==> src/rtl/spy_event_reader.sv <==
// Readout engine for the spy buffer: walks the event list backward from the newest
// entry, locates the selected event and streams its words out over valid/ready.
module spy_event_reader #(
    parameter int DATAWIDTH = 64,
    parameter int MEMWIDTH  = 6,
    parameter int METAWIDTH = 4
) (
    input  logic                 clock,
    input  logic                 reset,
    input  logic                 frozen,
    input  logic                 req,
    input  logic [METAWIDTH-1:0] evt_sel,
    input  logic [METAWIDTH-1:0] meta_write_addr,
    input  logic [METAWIDTH:0]   meta_fill,
    input  logic [MEMWIDTH:0]    meta_read_data,
    input  logic [MEMWIDTH-1:0]  mem_wptr,
    input  logic [DATAWIDTH:0]   data_in,
    output logic [METAWIDTH-1:0] meta_read_addr,
    output logic                 meta_read_enable,
    output logic [MEMWIDTH-1:0]  read_addr,
    output logic                 read_enable,
    output logic [DATAWIDTH:0]   out_data,
    output logic                 out_valid,
    input  logic                 out_ready,
    output logic                 out_last,
    output logic                 busy,
    output logic                 done,
    output logic [1:0]           err
);

    localparam logic [METAWIDTH-1:0] META_ONE = {{(METAWIDTH-1){1'b0}}, 1'b1};
    localparam logic [METAWIDTH:0]   WALK_ONE = {{METAWIDTH{1'b0}}, 1'b1};
    localparam logic [MEMWIDTH-1:0]  ADDR_ONE = {{(MEMWIDTH-1){1'b0}}, 1'b1};
    localparam logic [MEMWIDTH-1:0]  ADDR_ZERO = '0;
    localparam logic [MEMWIDTH:0]    REM_ONE  = {{MEMWIDTH{1'b0}}, 1'b1};
    localparam logic [MEMWIDTH:0]    REM_FULL = {1'b1, {MEMWIDTH{1'b0}}};

    typedef enum logic [2:0] {
        IDLE, META_RD, META_WAIT, CHECK, DATA_RD, DATA_WAIT, OUT, DONE
    } state_t;

    state_t               state;
    logic [METAWIDTH-1:0] sel;
    logic [METAWIDTH-1:0] ptr;
    logic [METAWIDTH:0]   walked;
    logic [METAWIDTH:0]   found;
    logic [1:0]           sentinels;
    logic [MEMWIDTH-1:0]  end_addr;
    logic [MEMWIDTH-1:0]  start_addr;
    logic [MEMWIDTH-1:0]  addr;
    logic [MEMWIDTH:0]    remaining;

    logic                 entry_sentinel;
    logic [MEMWIDTH-1:0]  entry_addr;
    logic [METAWIDTH:0]   walked_next;
    logic [METAWIDTH-1:0] ptr_prev;
    logic [MEMWIDTH-1:0]  span;
    logic [MEMWIDTH-1:0]  addr_next;
    logic                 overwritten;

    assign entry_sentinel = meta_read_data[MEMWIDTH];
    assign entry_addr     = meta_read_data[MEMWIDTH-1:0];
    assign walked_next    = walked + WALK_ONE;
    assign ptr_prev       = ptr - META_ONE;
    assign span           = end_addr - start_addr;
    assign addr_next      = addr + ADDR_ONE;
    // A second wrap, or one wrap that has already eaten into the event's start, means lost data.
    assign overwritten    = (sentinels == 2'd2) ||
                            ((sentinels == 2'd1) && (start_addr < mem_wptr));

    always_ff @(posedge clock) begin
        if (!reset) begin
            state            <= IDLE;
            sel              <= '0;
            ptr              <= '0;
            walked           <= '0;
            found            <= '0;
            sentinels        <= '0;
            end_addr         <= '0;
            start_addr       <= '0;
            addr             <= '0;
            remaining        <= '0;
            meta_read_addr   <= '0;
            meta_read_enable <= 1'b0;
            read_addr        <= '0;
            read_enable      <= 1'b0;
            out_data         <= '0;
            out_valid        <= 1'b0;
            out_last         <= 1'b0;
            busy             <= 1'b0;
            done             <= 1'b0;
            err              <= 2'd0;
        end else begin
            meta_read_enable <= 1'b0;
            read_enable      <= 1'b0;
            done             <= 1'b0;
            // Losing the freeze invalidates everything in flight; DONE has already reported.
            if (state != IDLE && state != DONE && !frozen) begin
                state     <= IDLE;
                busy      <= 1'b0;
                out_valid <= 1'b0;
                out_last  <= 1'b0;
                done      <= 1'b1;
                err       <= 2'd3;
            end else begin
                case (state)
                    IDLE: begin
                        if (req && frozen) begin
                            sel              <= evt_sel;
                            ptr              <= meta_write_addr - META_ONE;
                            walked           <= '0;
                            found            <= '0;
                            sentinels        <= '0;
                            end_addr         <= mem_wptr;
                            err              <= 2'd0;
                            busy             <= 1'b1;
                            meta_read_enable <= 1'b1;
                            meta_read_addr   <= meta_write_addr - META_ONE;
                            state            <= META_RD;
                        end else if (req) begin
                            done <= 1'b1;
                            err  <= 2'd3;
                        end
                    end
                    META_RD: state <= META_WAIT;
                    META_WAIT: begin
                        walked <= walked_next;
                        if (!entry_sentinel && (found == {1'b0, sel})) begin
                            start_addr <= entry_addr;
                            state      <= CHECK;
                        end else begin
                            if (entry_sentinel) begin
                                if (sentinels != 2'd2) sentinels <= sentinels + 2'd1;
                            end else begin
                                end_addr <= entry_addr;
                                found    <= found + WALK_ONE;
                            end
                            ptr <= ptr_prev;
                            if (walked_next >= meta_fill) begin
                                done  <= 1'b1;
                                err   <= 2'd1;
                                state <= DONE;
                            end else begin
                                meta_read_enable <= 1'b1;
                                meta_read_addr   <= ptr_prev;
                                state            <= META_RD;
                            end
                        end
                    end
                    CHECK: begin
                        if (overwritten) begin
                            done  <= 1'b1;
                            err   <= 2'd2;
                            state <= DONE;
                        end else if (span == ADDR_ZERO && sentinels == 2'd0) begin
                            done  <= 1'b1;
                            err   <= 2'd1;
                            state <= DONE;
                        end else begin
                            // Zero span across one wrap means the event fills the whole buffer.
                            remaining   <= (span == ADDR_ZERO) ? REM_FULL : {1'b0, span};
                            addr        <= start_addr;
                            read_enable <= 1'b1;
                            read_addr   <= start_addr;
                            state       <= DATA_RD;
                        end
                    end
                    DATA_RD: state <= DATA_WAIT;
                    DATA_WAIT: begin
                        out_data  <= data_in;
                        out_valid <= 1'b1;
                        out_last  <= (remaining == REM_ONE);
                        state     <= OUT;
                    end
                    OUT: begin
                        if (out_ready) begin
                            out_valid <= 1'b0;
                            out_last  <= 1'b0;
                            addr      <= addr_next;
                            remaining <= remaining - REM_ONE;
                            if (remaining == REM_ONE) begin
                                done  <= 1'b1;
                                err   <= 2'd0;
                                state <= DONE;
                            end else begin
                                read_enable <= 1'b1;
                                read_addr   <= addr_next;
                                state       <= DATA_RD;
                            end
                        end
                    end
                    DONE: begin
                        busy  <= 1'b0;
                        state <= IDLE;
                    end
                    default: begin
                        busy  <= 1'b0;
                        state <= IDLE;
                    end
                endcase
            end
        end
    end

endmodule

==> config.mk <==
export PLATFORM = sky130hd
export DESIGN_NAME = spy_event_reader
export DESIGN_NICKNAME = d
export VERILOG_FILES = /design/src/rtl/spy_event_reader.sv
export SDC_FILE = /design/constraint.sdc
export NUM_CORES = 1
export LEC_CHECK = 0
export ABC_AREA = 0
export CAP_MARGIN = 40
export CORE_UTILIZATION = 48
export DETAILED_ROUTE_END_ITERATION = 10
export PLACE_DENSITY = 0.86
export SYNTH_ARGS = -nofsm -noshare
export SYNTH_HDL_FRONTEND = slang
export SYNTH_SLANG_ARGS = --single-unit
==> constraint.sdc <==
create_clock -name clock -period 3.1 [get_ports clock]
set_input_delay 0.465 -clock clock [delete_from_list [all_inputs] [get_ports clock]]
set_output_delay 0.465 -clock clock [all_outputs]
set_load 0.1 [all_outputs]
==> impl_metrics.py, run 1 <==
metrics = {
    "outcome": {
        "status": "completed",
    },
    "layout": {
        "synthToLayoutAreaGrowth_pct": 40.0,
        "fillerInstances": 987,
        "diodes": 0,
        "seq_area_mm2": 0.00262,
        "nets": 1060,
        "drive_gt1_share_pct": 16.0,
        "multi_input_area_mm2": 0.00314,
    },
    "synthesis": {
        "post-synth-top-count-cell": "nand2_1",
        "synthFlopType": "dfxtp_1",
        "synth-seq-cells": 131,
        "synth_top_area_share_pct": 43.0,
        "synthesis.nets": 893,
        "ys_seq_area_share_pct": 43.0,
        "yosys_warnings": 0,
        "synth.largest_area_cell": "dfxtp_1",
        "synthCells": 772,
        "async_reset_ff_share_pct": 0,
        "syn_area_mm2": 0.00610,
        "synth-edff-count": 0,
        "synth.area.top_cells": "dfxtp_1 43%, nand2_1 11%, a21oi_1 8.8%, ha_1 4.9%, nor2_1 3.4%",
        "ys_types": 58,
        "avgSynthCellArea_um2": 7.90,
        "synth_common_cells": "181 x nand2_1, 131 x dfxtp_1, 107 x a21oi_1",
    },
    "route": {
        "wl_per_cell_um": 15.0,
        "drt_iter0_markers": 618,
        "wirelength_mm": 16.8,
        "drc_errors": 0,
        "num_vias": 5974,
        "antenna_left": 0,
        "viasPerCell": 5.33,
        "drt-pass1-iter-count": 5,
    },
    "clock_tree": {
        "cts_hold_buf": 0,
        "clock_sinks": 131,
        "clk_pin_slew_worst_paths_ns": 0.06,
        "cts_root_buffer": "clkbuf_16",
        "post_cts_buffers": 0,
        "cts_max_path_buffers": 2,
        "cts_resized": 0,
        "clk_latency_ns": 0.42,
        "htree_levels": 4,
        "cts_tree": "yes",
        "numCtsBuffers": 17,
    },
    "sta": {
        "slew_violations": 0,
        "report.final.hold_viol_count": 0,
        "relSlewSlack_pct": 56.3,
        "fmax_ghz": 0.341,
        "layout_setup_ws_ns": 0.167,
        "whs_ns": 0.452,
        "grt_setup_unrepaired": "false",
        "setup_viol": 0,
        "fin_tns_setup_ns": 0,
        "clock_skew_ns": 0.0131,
        "min_period_ns": 2.93,
        "worst_slew_pin_slew_ns": 0.654,
        "fin_crit_sh_pct": 94.6,
    },
    "die": {
        "core_region_area_mm2": 0.0122,
        "die_height_um": 115,
        "dieArea_mm2": 0.0132,
        "rows": 40,
        "fp.dieW_um": 115,
        "num_io_pins": 179,
        "start_util_pct": 49.9,
    },
    "placement": {
        "dp_worst_setup_slack_ns": 0.0957,
        "gp_congestion": 0.878,
        "port_buffers": 178,
        "hpwl_mm": 11.6,
    },
    "global_route": {
        "grt_pass1_vias": 5636,
        "grt-ovfl-total": 0,
        "grt_util_all_layers_pct": 26.3,
        "grt_max_degree": 113,
        "grt_pass1_wl_mm": 27.1,
        "antenna_found_initial": 0,
    },
    "power_and_ir_drop": {
        "ir_drop_mv": 0.426,
        "powerDensity_mw_per_mm2": 568,
        "leakagePower_nw": 3.39,
    },
    "worst_setup_path": {
        "crit_required_ns": 3.41,
        "cp_max_fo": 12,
        "startpoint_type": "flip-flop",
        "crit_arrival_ns": 3.24,
        "path_class": "flip-flop to flip-flop",
        "end_kind": "flip-flop",
        "r2r_slack_ns": 0.17,
    },
    "run": {
        "cap_violations": 0,
    },
    "hold_path": {
        "hold_class": "flip-flop to flip-flop",
    },
}
[cell usage in the layout, fill, tap and decap left out, types with 4 or more instances in the layout]
cell,count
o32ai_1,4
and3_1,5
o31ai_1,4
clkdlybuf4s50_1,95
nor3_1,9
bufinv_16,7
ha_1,24
buf_4,100
nor2_1,56
nand4_1,4
dfxtp_1,131
o21ai_0,29
a31oi_1,6
inv_1,25
clkbuf_16,17
nor3b_1,4
a311oi_1,6
nand2b_1,4
mux2i_1,16
o221a_2,4
nor2b_1,8
a21oi_1,107
nand3_1,26
xnor2_1,7
xor2_1,12
nand2_1,181
a211oi_1,4
[layer usage]
| metal | global-route usage (%) | part of all wire (%) |
|---|---|---|
| met5 | 0 | 0 |
| met4 | 11.3 | 3.1 |
| met3 | 8.26 | 6.4 |
| met2 | 42.5 | 49 |
| met1 | 32.5 | 42 |
[final timing paths]
| check | to | cells after the start | from |
|---|---|---|---|
| hold reg to reg | out_data[29] | 2 | out_data[29] |
| setup reg to reg | read_addr[0] | 10 | start_addr[0] |
| setup / recovery | read_addr[0] | 10 | start_addr[0] |
| hold / removal | out_data[29] | 2 | out_data[29] |
[worst max-delay path: stages (launching register included)]
cell and delay [ns]:
dfxtp_1 0.44, ha_1 0.20, inv_1 0.05, fa_1 0.39, xor2_1 0.17, nor3b_1 0.21
o21ai_0 0.15, or4_4 0.48, o21ai_4 0.32, nor2_1 0.12, o221a_2 0.28
[layout make-up]
type / count / area share, %
Clock buffer: 19 / 5.30
Inverter: 26 / 1.16
Multi-Input combinational cell: 565 / 36.8
Tap cell: 168 / 2.46
Clock inverter: 13 / 2.96
Sequential cell: 131 / 30.7
Timing Repair Buffer: 198 / 20.6
[state kept, by name (all words and copies together) (netlist names), 4 cells and up]
signal / flops
addr: 6
remaining: 7
meta_read_addr: 4
found: 5
sel: 4
start_addr: 6
ptr: 4
walked: 5
out_data: 65
end_addr: 6
read_addr: 6
[cells by family after synthesis]
| family | synth area share [%] |
|---|---|
| multiplexers | 2.63 |
| flip-flops | 43.0 |
| AO/OA/AOI/OAI | 18.6 |
| buffers and inverters | 5.75 |
| XOR/XNOR | 2.73 |
| adder cells (fa/ha/maj) | 5.25 |
| AND/OR/NAND/NOR | 22.0 |
[where the power goes]
group	switching, W	internal [W]	leakage (nW)
Sequential	0.0000381	0.00173	1.06
Combinational	0.000418	0.000285	2.00
Clock	0.000747	0.00163	0.340
[stage by stage]
step	std cells	cell area [um2]	power [W]	util, %
3_5_place_dp	1084	7800	0.00249	63.9
2_1_floorplan	772	6100	0.00224	-
5_1_grt	1120	8540	0.00502	69.9
4_1_cts	1116	8510	0.00488	69.7
6_report	1120	8540	0.00485	69.9
3_3_place_gp	1084	7800	0.00248	63.9
Note: power is estimated with default switching activity, not from simulation.
==> run 2: changes to the inputs <==
--- a/config.mk
+++ b/config.mk
@@ -9,6 +9,7 @@
 export CAP_MARGIN = 40
 export CORE_UTILIZATION = 48
 export DETAILED_ROUTE_END_ITERATION = 10
+export HOLD_SLACK_MARGIN = 0.12
 export PLACE_DENSITY = 0.86
 export SYNTH_ARGS = -nofsm -noshare
 export SYNTH_HDL_FRONTEND = slang
==> results of run 2 <==
The final DEF is identical to that of run 1; final timing and power are the same.
==> run 3: changes to the inputs <==
--- a/config.mk
+++ b/config.mk
@@ -11,6 +11,7 @@
 export DETAILED_ROUTE_END_ITERATION = 10
 export HOLD_SLACK_MARGIN = 0.12
 export PLACE_DENSITY = 0.86
+export SETUP_SLACK_MARGIN = 0.02
 export SYNTH_ARGS = -nofsm -noshare
 export SYNTH_HDL_FRONTEND = slang
 export SYNTH_SLANG_ARGS = --single-unit
==> impl_metrics.py, run 3 (synthesis gave the netlist of run 1 again) <==
metrics = {
    "clock_tree": {
        "numCtsBuffers": 17,
        "cts_tree": "yes",
        "cts_max_path_buffers": 2,
        "cts_resized": 0,
        "clk_pin_slew_worst_paths_ns": 0.06,
        "htree_levels": 4,
        "clk_latency_ns": 0.42,
        "clock_sinks": 131,
        "cts_root_buffer": "clkbuf_16",
    },
    "power_and_ir_drop": {
        "p_total_w": 0.00485,
        "powerDensity_mw_per_mm2": 567,
        "leakagePower_nw": 3.39,
        "ir_drop_mv": 0.426,
    },
    "layout": {
        "nets": 1061,
        "fillerInstances": 985,
        "largest_register_ffs": 65,
        "layout_common_cells": "181 x nand2_1, 131 x dfxtp_1, 107 x a21oi_1",
        "seq_area_mm2": 0.00262,
        "regMostFlops": "out_data",
        "layout_commonest_cell": "nand2_1",
        "synthToLayoutAreaGrowth_pct": 40.2,
        "multi_input_area_mm2": 0.00315,
        "diodes": 0,
        "reg.largest.list": "out_data (65), remaining (7)",
        "drive_gt1_share_pct": 16.1,
    },
    "worst_setup_path": {
        "cp_max_fo": 11,
        "cp_slowest_cell": "or4_4",
        "path_cells": "ha_1 -> inv_1 -> fa_1 -> xor2_1 -> nor3b_1 -> o21ai_0 -> or4_4 -> o21ai_2 -> nand2_1 -> a21oi_1",
        "crit_arrival_ns": 3.24,
        "crit_required_ns": 3.45,
        "crit_family": "simple AND/OR/NAND/NOR gates",
        "path_class": "flip-flop to flip-flop",
        "r2r_slack_ns": 0.21,
        "max_stage_delay_ns": 0.50,
        "end_kind": "flip-flop",
        "path_buf_inv": 1,
        "startpoint_type": "flip-flop",
    },
    "sta": {
        "clock_skew_ns": 0.0131,
        "fin_crit_sh_pct": 93.3,
        "slew_violations": 0,
        "grt_setup_unrepaired": "false",
        "setup_viol": 0,
        "whs_ns": 0.452,
        "fin_tns_setup_ns": 0,
        "relSlewSlack_pct": 54.8,
        "min_period_ns": 2.89,
        "report.final.hold_viol_count": 0,
        "worst_slew_pin_slew_ns": 0.678,
        "fmax_ghz": 0.346,
    },
    "outcome": {
        "status": "completed",
    },
    "route": {
        "drt_iter0_markers": 572,
        "drc_errors": 0,
        "num_vias": 6022,
        "viasPerCell": 5.37,
        "drt-pass1-iter-count": 5,
        "wirelength_mm": 16.9,
        "wl_per_cell_um": 15.1,
        "antenna_left": 0,
    },
    "global_route": {
        "antenna_found_initial": 0,
        "grt-ovfl-total": 0,
        "grt_pass1_vias": 5636,
        "grt_pass1_wl_mm": 27.1,
        "grt_util_all_layers_pct": 26.3,
        "grt_max_degree": 113,
    },
    "die": {
        "num_io_pins": 179,
        "die_height_um": 115,
        "rows": 40,
        "start_util_pct": 49.9,
        "fp.dieW_um": 115,
        "core_region_area_mm2": 0.0122,
        "dieArea_mm2": 0.0132,
    },
    "placement": {
        "port_buffers": 178,
        "gp_congestion": 0.878,
        "hpwl_mm": 11.6,
    },
    "run": {
        "cap_violations": 0,
    },
    "hold_path": {
        "hold_class": "flip-flop to flip-flop",
    },
}
[run 3: cell types whose count changed in the layout (fill, tap and decap cells not counted)]
cell / previous run / this run
o21ai_2: 1 / 2
[run 3: final timing paths]
kind	startpoint	end	cells past startpoint
hold reg to reg	out_data[29]	out_data[29]	2
hold / removal	out_data[29]	out_data[29]	2
setup reg to reg	start_addr[0]	addr[4]	10
setup / recovery	start_addr[0]	addr[4]	10
[run 3: what timing repair did]
item / CTS / global route
hold buffers: 0 / 0
endpoints found under the setup margin: 0 / 17
buffers inserted: 0 / 3
[run 3: metal layers]
metal	share of wire [%]	vias to the layer above	GRT usage [%]
met5	0	-	0
met1	42	2764	32.5
met4	3.3	0	11.3
met2	48	233	42.5
met3	6.8	51	8.26
li1	-	2974	-
[run 3: layout make-up]
| type | count | share of cell area, % |
|---|---|---|
| Clock buffer | 19 | 5.30 |
| Tap cell | 168 | 2.46 |
| Sequential cell | 131 | 30.7 |
| Inverter | 26 | 1.16 |
| Multi-Input combinational cell | 566 | 36.8 |
| Timing Repair Buffer | 198 | 20.6 |
| Clock inverter | 13 | 2.96 |
[run 3: worst register-to-register path, delay by kind of cell, from the launching register on]
kind | cells | cell delay [ns]
buffers and inverters | 1 | 0.05
AND/OR/NAND/NOR | 3 | 0.83
adder cells (fa/ha/maj) | 2 | 0.59
XOR/XNOR | 1 | 0.17
flip-flops | 1 | 0.44
AO/OA/AOI/OAI | 3 | 0.74
[run 3: metrics by stage]
stage | utilization (%) | std cells | worst slack, ns | area, um2
final | 70.0 | 1121 | 0.209 | 8550
after global routing | 70.0 | 1121 | 0.0327 | 8550
after global placement | 63.9 | 1084 | 0.231 | 7800
after CTS | 69.7 | 1116 | 0.0480 | 8510
after detailed placement | 63.9 | 1084 | 0.0957 | 7800
after floorplan | - | 772 | 0.585 | 6100
[run 3: power breakdown]
part / internal [W] / switching [W]
sequential: 0.00173 / 0.0000384
clock: 0.00163 / 0.000745
combinational: 0.000285 / 0.000422
==> edit 1: new RTL, config.mk and constraints of run 2 <==
Reset style: asynchronous (`reset`), changed in one clocked block.
--- a/src/rtl/spy_event_reader.sv
+++ b/src/rtl/spy_event_reader.sv
@@ -69,5 +69,5 @@
                             ((sentinels == 2'd1) && (start_addr < mem_wptr));
 
-    always_ff @(posedge clock) begin
+    always_ff @(posedge clock or negedge reset) begin
         if (!reset) begin
             state            <= IDLE;
Check against the original RTL: differs if reset is asserted again (counterexample within 4 cycles, from zero or initial values and one cycle with reset low); with reset held inactive, the same outputs for 4 cycles.
==> edit 1 against run 2 <==
Synthesized area increased by 5.8%. Highest routed layer unchanged. Cell area grew 5.2%. Critical path depth rose by 3. Cell count decreased by 15%. Largest cell class is now sequential cells. Critical endpoint is now read_addr[3]. Clock power fell by 16%. Total power grew 1.3%. Sequential share of layout area increased by 5.8 points. Via count fell by 14%. Worst setup slack got worse by 0.015 ns. Wire length shrank 4.3%. Sequential cell count is the same.
==> edit 1: results (changes against run 2) <==
status completed (unchanged); Cell variety after synth 58 (unchanged); Main synth FF type dfrtp_1 (was dfxtp_1); aggregate global-route resource usage 24.06% (was 26.31%); Synth Area per Inst 11.20 um^2 (was 7.898 um^2); worst slew pin tran 0.8433 ns (was 0.6540 ns); switching pwr 1.513 mW (was 1.203 mW); largest registers out_data x65, remaining x7 (unchanged); Place WS 0.05186 ns (was 0.09570 ns); Clock Tree Buf Depth 2 (unchanged); register area share after synthesis 50.82% (was 43.01%); DPL Wire Length 11.59 mm (was 11.58 mm); first-pass GRT wire length 26.31 mm (was 27.05 mm); list of most frequent post-synthesis cells dfrtp_1 (131), mux2_2 (81), nand2_1 (48) (was nand2_1 (181), dfxtp_1 (131), a21oi_1 (107)); yosys warns 0 (unchanged); Lkg Pwr 4.270 nW (was 3.394 nW); 1st-iter DRT viols 351 (was 618); Worst-Skew Late Latency 0.42 ns (about the same); Synth async-reset ratio 100.0% (was 0%); first drt pass iteration count 5 (unchanged); P_int 3.398 mW (was 3.645 mW); top post-synthesis cells by area dfrtp_1 (51%), mux2_2 (14%), ha_1 (4.7%) (was dfxtp_1 (43%), nand2_1 (11%), a21oi_1 (8.8%)); Resized cells post-CTS 0 (unchanged); Final Wtd Congestion 0.8595 (was 0.8777); Syn Nets 697 (was 893); Max Fanout on Critical Path 7 (was 12); antenna violations before repair 0 (unchanged); TritonCTS Buffers 17 (unchanged); vias in the first global route 5321 (was 5636); WP data arrival 3.25 ns (was 3.24 ns); cts hold-fix bufs 1 (was 0); clk slew on worst S/H paths 0.06 ns (about the same); Placed Area 0.008277 mm^2 (was 0.007801 mm^2); CTS HTree Levels 4 (unchanged); final antenna diode count 0 (unchanged); largest net degree at the start of global routing 82 (was 113); clock skew 0.005940 ns (was 0.01312 ns); clk root buf clkbuf_16 (unchanged); delay-heaviest family, CP compound AO/OA/AOI/OAI gates (was simple AND/OR/NAND/NOR gates); HP Class flop to flop (unchanged); DP Cell Count 918 (was 1084); sequential power share 38.0% (was 36.4%); Comb. pwr 1.05 mW (was 0.703 mW); VDD IR max 0.4889 mV (was 0.4262 mV); Worst path slowest cell dfrtp_1 (was or4_4); Port-buffer cells 178 (unchanged); max incr delay on CP 0.38 ns (was 0.48 ns); Vias 5154 (was 5974); layout cells sized above 1 30.57% (was 15.97%); Routed wire per std cell 16.86 um (was 15.04 um); final net count 893 (was 1060); Setup Fix Bufs, Post-CTS 0 (unchanged); vias per inst 5.386 (was 5.334)
-- edit 1: cell types whose count changed after synthesis, moves of 5 or more --
cell      before  now
dfrtp_1        0  131
dfxtp_1      131    0
inv_1         26   31
mux2_2         0   81
mux2_4         0    5
mux2i_1       16    9
nand3_1       27   14
nor2_1        56   34
nand2_1      181   48
clkbuf_1      36   14
a21oi_1      107   41
a311oi_1       6    1
-- edit 1: final timing paths --
| kind | start | to | slack, ns | cells past startpoint |
|---|---|---|---|---|
| worst max-delay path | end_addr[0] | read_addr[3] | 0.15 | 13 |
| worst min-delay path | out_last | out_last | 0.50 | 2 |
| worst max register to register | end_addr[0] | read_addr[3] | 0.15 | 13 |
| worst min register to register | out_last | out_last | 0.50 | 2 |
| max in group asynchronous | reset | start_addr[4] | 1.59 | 3 |
| min in group asynchronous | reset | out_data[17] | 0.64 | 2 |
-- edit 1: metal layers --
layer  GRT usage (%)  wire [um]  vias up
met5               0          0        -
met1           27.30       6397     2504
met2           43.01       8415      193
met3           5.184        826       42
met4           11.06        492        0
li1                -          -     2415
-- edit 1: cells by family (layout without fill, tap and decap cells) --
group | Yosys count | count (layout) | share of synthesized area, %
simple gates | 131 | 131 | 9.660
buf+inv | 58 | 267 | 3.550
fa+ha+maj | 25 | 25 | 4.966
xor+xnor | 20 | 20 | 2.716
compound gates | 116 | 116 | 11.58
mux | 95 | 95 | 16.70
flops | 131 | 131 | 50.82
-- edit 1: cell type report --
cell class / instances / area, um^2
Timing Repair Buffer: 203 / 1787
Sequential cell: 131 / 3278
Clock buffer: 21 / 470.5
Clock inverter: 11 / 126.4
Inverter: 32 / 120.1
Multi-Input combinational cell: 387 / 2989
Tap cell: 172 / 215.2
Fill cell: 915 / 3890
==> edit 2: new RTL, settings of run 2 <==
Without the edit above. The parameter `MEMWIDTH` goes from 6 to 12.
--- a/src/rtl/spy_event_reader.sv
+++ b/src/rtl/spy_event_reader.sv
@@ -3,5 +3,5 @@
 module spy_event_reader #(
     parameter int DATAWIDTH = 64,
-    parameter int MEMWIDTH  = 6,
+    parameter int MEMWIDTH  = 12,
     parameter int METAWIDTH = 4
 ) (
Interface: changed (resized mem_wptr, meta_read_data and read_addr); port bits go from 179 to 197. No check against the original RTL was run, so the function may have changed too.
==> edit 2 against run 2 <==
Sequential cell count grew 30. Total power grew 12%. Cell area increased by 30%. Count of clock-buffer cells in the layout up 1. Critical path depth grew 2. Wire length up 45%. Synthesized area increased by 35%. Critical endpoint unchanged. Worst setup slack worse by 0.077 ns. Fmax is 2.5% lower. Critical path type unchanged.
==> edit 2: results (changes against run 2) <==
status completed (unchanged); hold path start out_data[31] (was out_data[29]); Hold Path End out_data[31] (was out_data[29]); Final Wtd Congestion 0.9212 (was 0.8777); Worst R2R Setup Slack 0.09 ns (was 0.17 ns); CTS HTree Levels 4 (unchanged); top post-synthesis cells by area dfxtp_1 (39%), nand2_1 (10%), a21oi_1 (5.7%) (was dfxtp_1 (43%), nand2_1 (11%), a21oi_1 (8.8%)); VDD IR max 0.4181 mV (was 0.4262 mV); worst relative slew slack 47.27% (was 56.28%); register area share after synthesis 39.13% (was 43.01%); first-pass GRT wire length 38.18 mm (was 27.05 mm); Clk power 2.30 mW (was 2.38 mW); layout cells sized above 1 16.43% (was 15.97%); Port-buffer cells 196 (was 178); DPL Wire Length 17.59 mm (was 11.58 mm); list of most frequent post-synthesis cells nand2_1 (223), dfxtp_1 (161), a21oi_1 (94) (was nand2_1 (181), dfxtp_1 (131), a21oi_1 (107)); largest registers out_data x65, remaining x13 (was out_data x65, remaining x7); Lkg Pwr 4.397 nW (was 3.394 nW); vias per inst 5.596 (was 5.334); Setup Fix Bufs, Post-CTS 0 (unchanged); worst reg-to-reg path cell count 12 (was 10); Resized cells post-CTS 0 (unchanged); Comb. pwr 0.975 mW (was 0.703 mW); reg-to-reg startpoint start_addr[1] (was start_addr[0]); aggregate global-route resource usage 27.24% (was 26.31%); final WL 24.40 mm (was 16.85 mm); switching pwr 1.432 mW (was 1.203 mW); Max Fanout on Critical Path 7 (was 12); vias in the first global route 7520 (was 5636); DP Cell Count 1431 (was 1084); Syn Inst Count 1033 (was 772); Cell variety after synth 78 (was 58); critical path type flop to flop (unchanged); largest net degree at the start of global routing 76 (was 113); Syn Nets 1178 (was 893); Routed wire per std cell 16.69 um (was 15.04 um); clock skew 0.007095 ns (was 0.01312 ns)
edit 2: cell count changes after synthesis, sizes merged, moves of 12 or more:
cell    change
ha         +12
nor2       +29
mux2i      +25
nand2      +44
o21ai      +13
dfxtp      +30
o311ai     +13
edit 2: routing by layer:
layer	part of all wire (%)	wire length [um]	track usage [%]
met3	7.5	1840	5.824
met1	42	10220	35.76
met4	2.0	484	9.004
met2	49	11860	44.30
met5	0	0	0
edit 2: through the flow:
stage	setup WS (ns)	util (%)	cell area [um^2]	hold WS, ns	power (mW)
floorplan	0.3194	-	8238	0.4357	2.769
global placement	-0.01716	62.27	10360	0.4416	3.105
detailed placement	-0.09806	62.27	10360	0.4471	3.118
CTS	0.04887	66.11	11000	0.4559	5.401
global route	-0.004237	66.56	11080	0.4687	5.608
finish	0.08994	66.56	11080	0.4556	5.418
edit 2: critical path: stages (launching register included):
cell and delay [ns]:
dfxtp_4 0.38, inv_1 0.09, ha_1 0.30, and3b_1 0.18
or3_1 0.39, a221oi_2 0.27, nand2_1 0.13, nor4_4 0.31
and4_1 0.25, buf_4 0.16, nor2_4 0.04, buf_12 0.13
o221a_1 0.24
edit 2: logic make-up (layout without fill, tap and decap cells):
family	Yosys count	count (layout)	share of synthesized area, %
XOR/XNOR	27	27	2.871
adder cells (fa/ha/maj)	37	37	5.711
flip-flops	161	161	39.13
multiplexers	42	42	5.118
buffers and inverters	98	307	5.058
AND/OR/NAND/NOR	430	430	23.21
AO/OA/AOI/OAI	238	238	18.91
edit 2: layout make-up:
type	count	area, um^2
repair buffers	240	2132
clock inverters	10	181.4
fillers	1336	5565
well taps	220	275.3
inverters	37	140.1
clock buffers	20	456.7
multi-input cells	774	4664
flip-flops and latches	161	3227
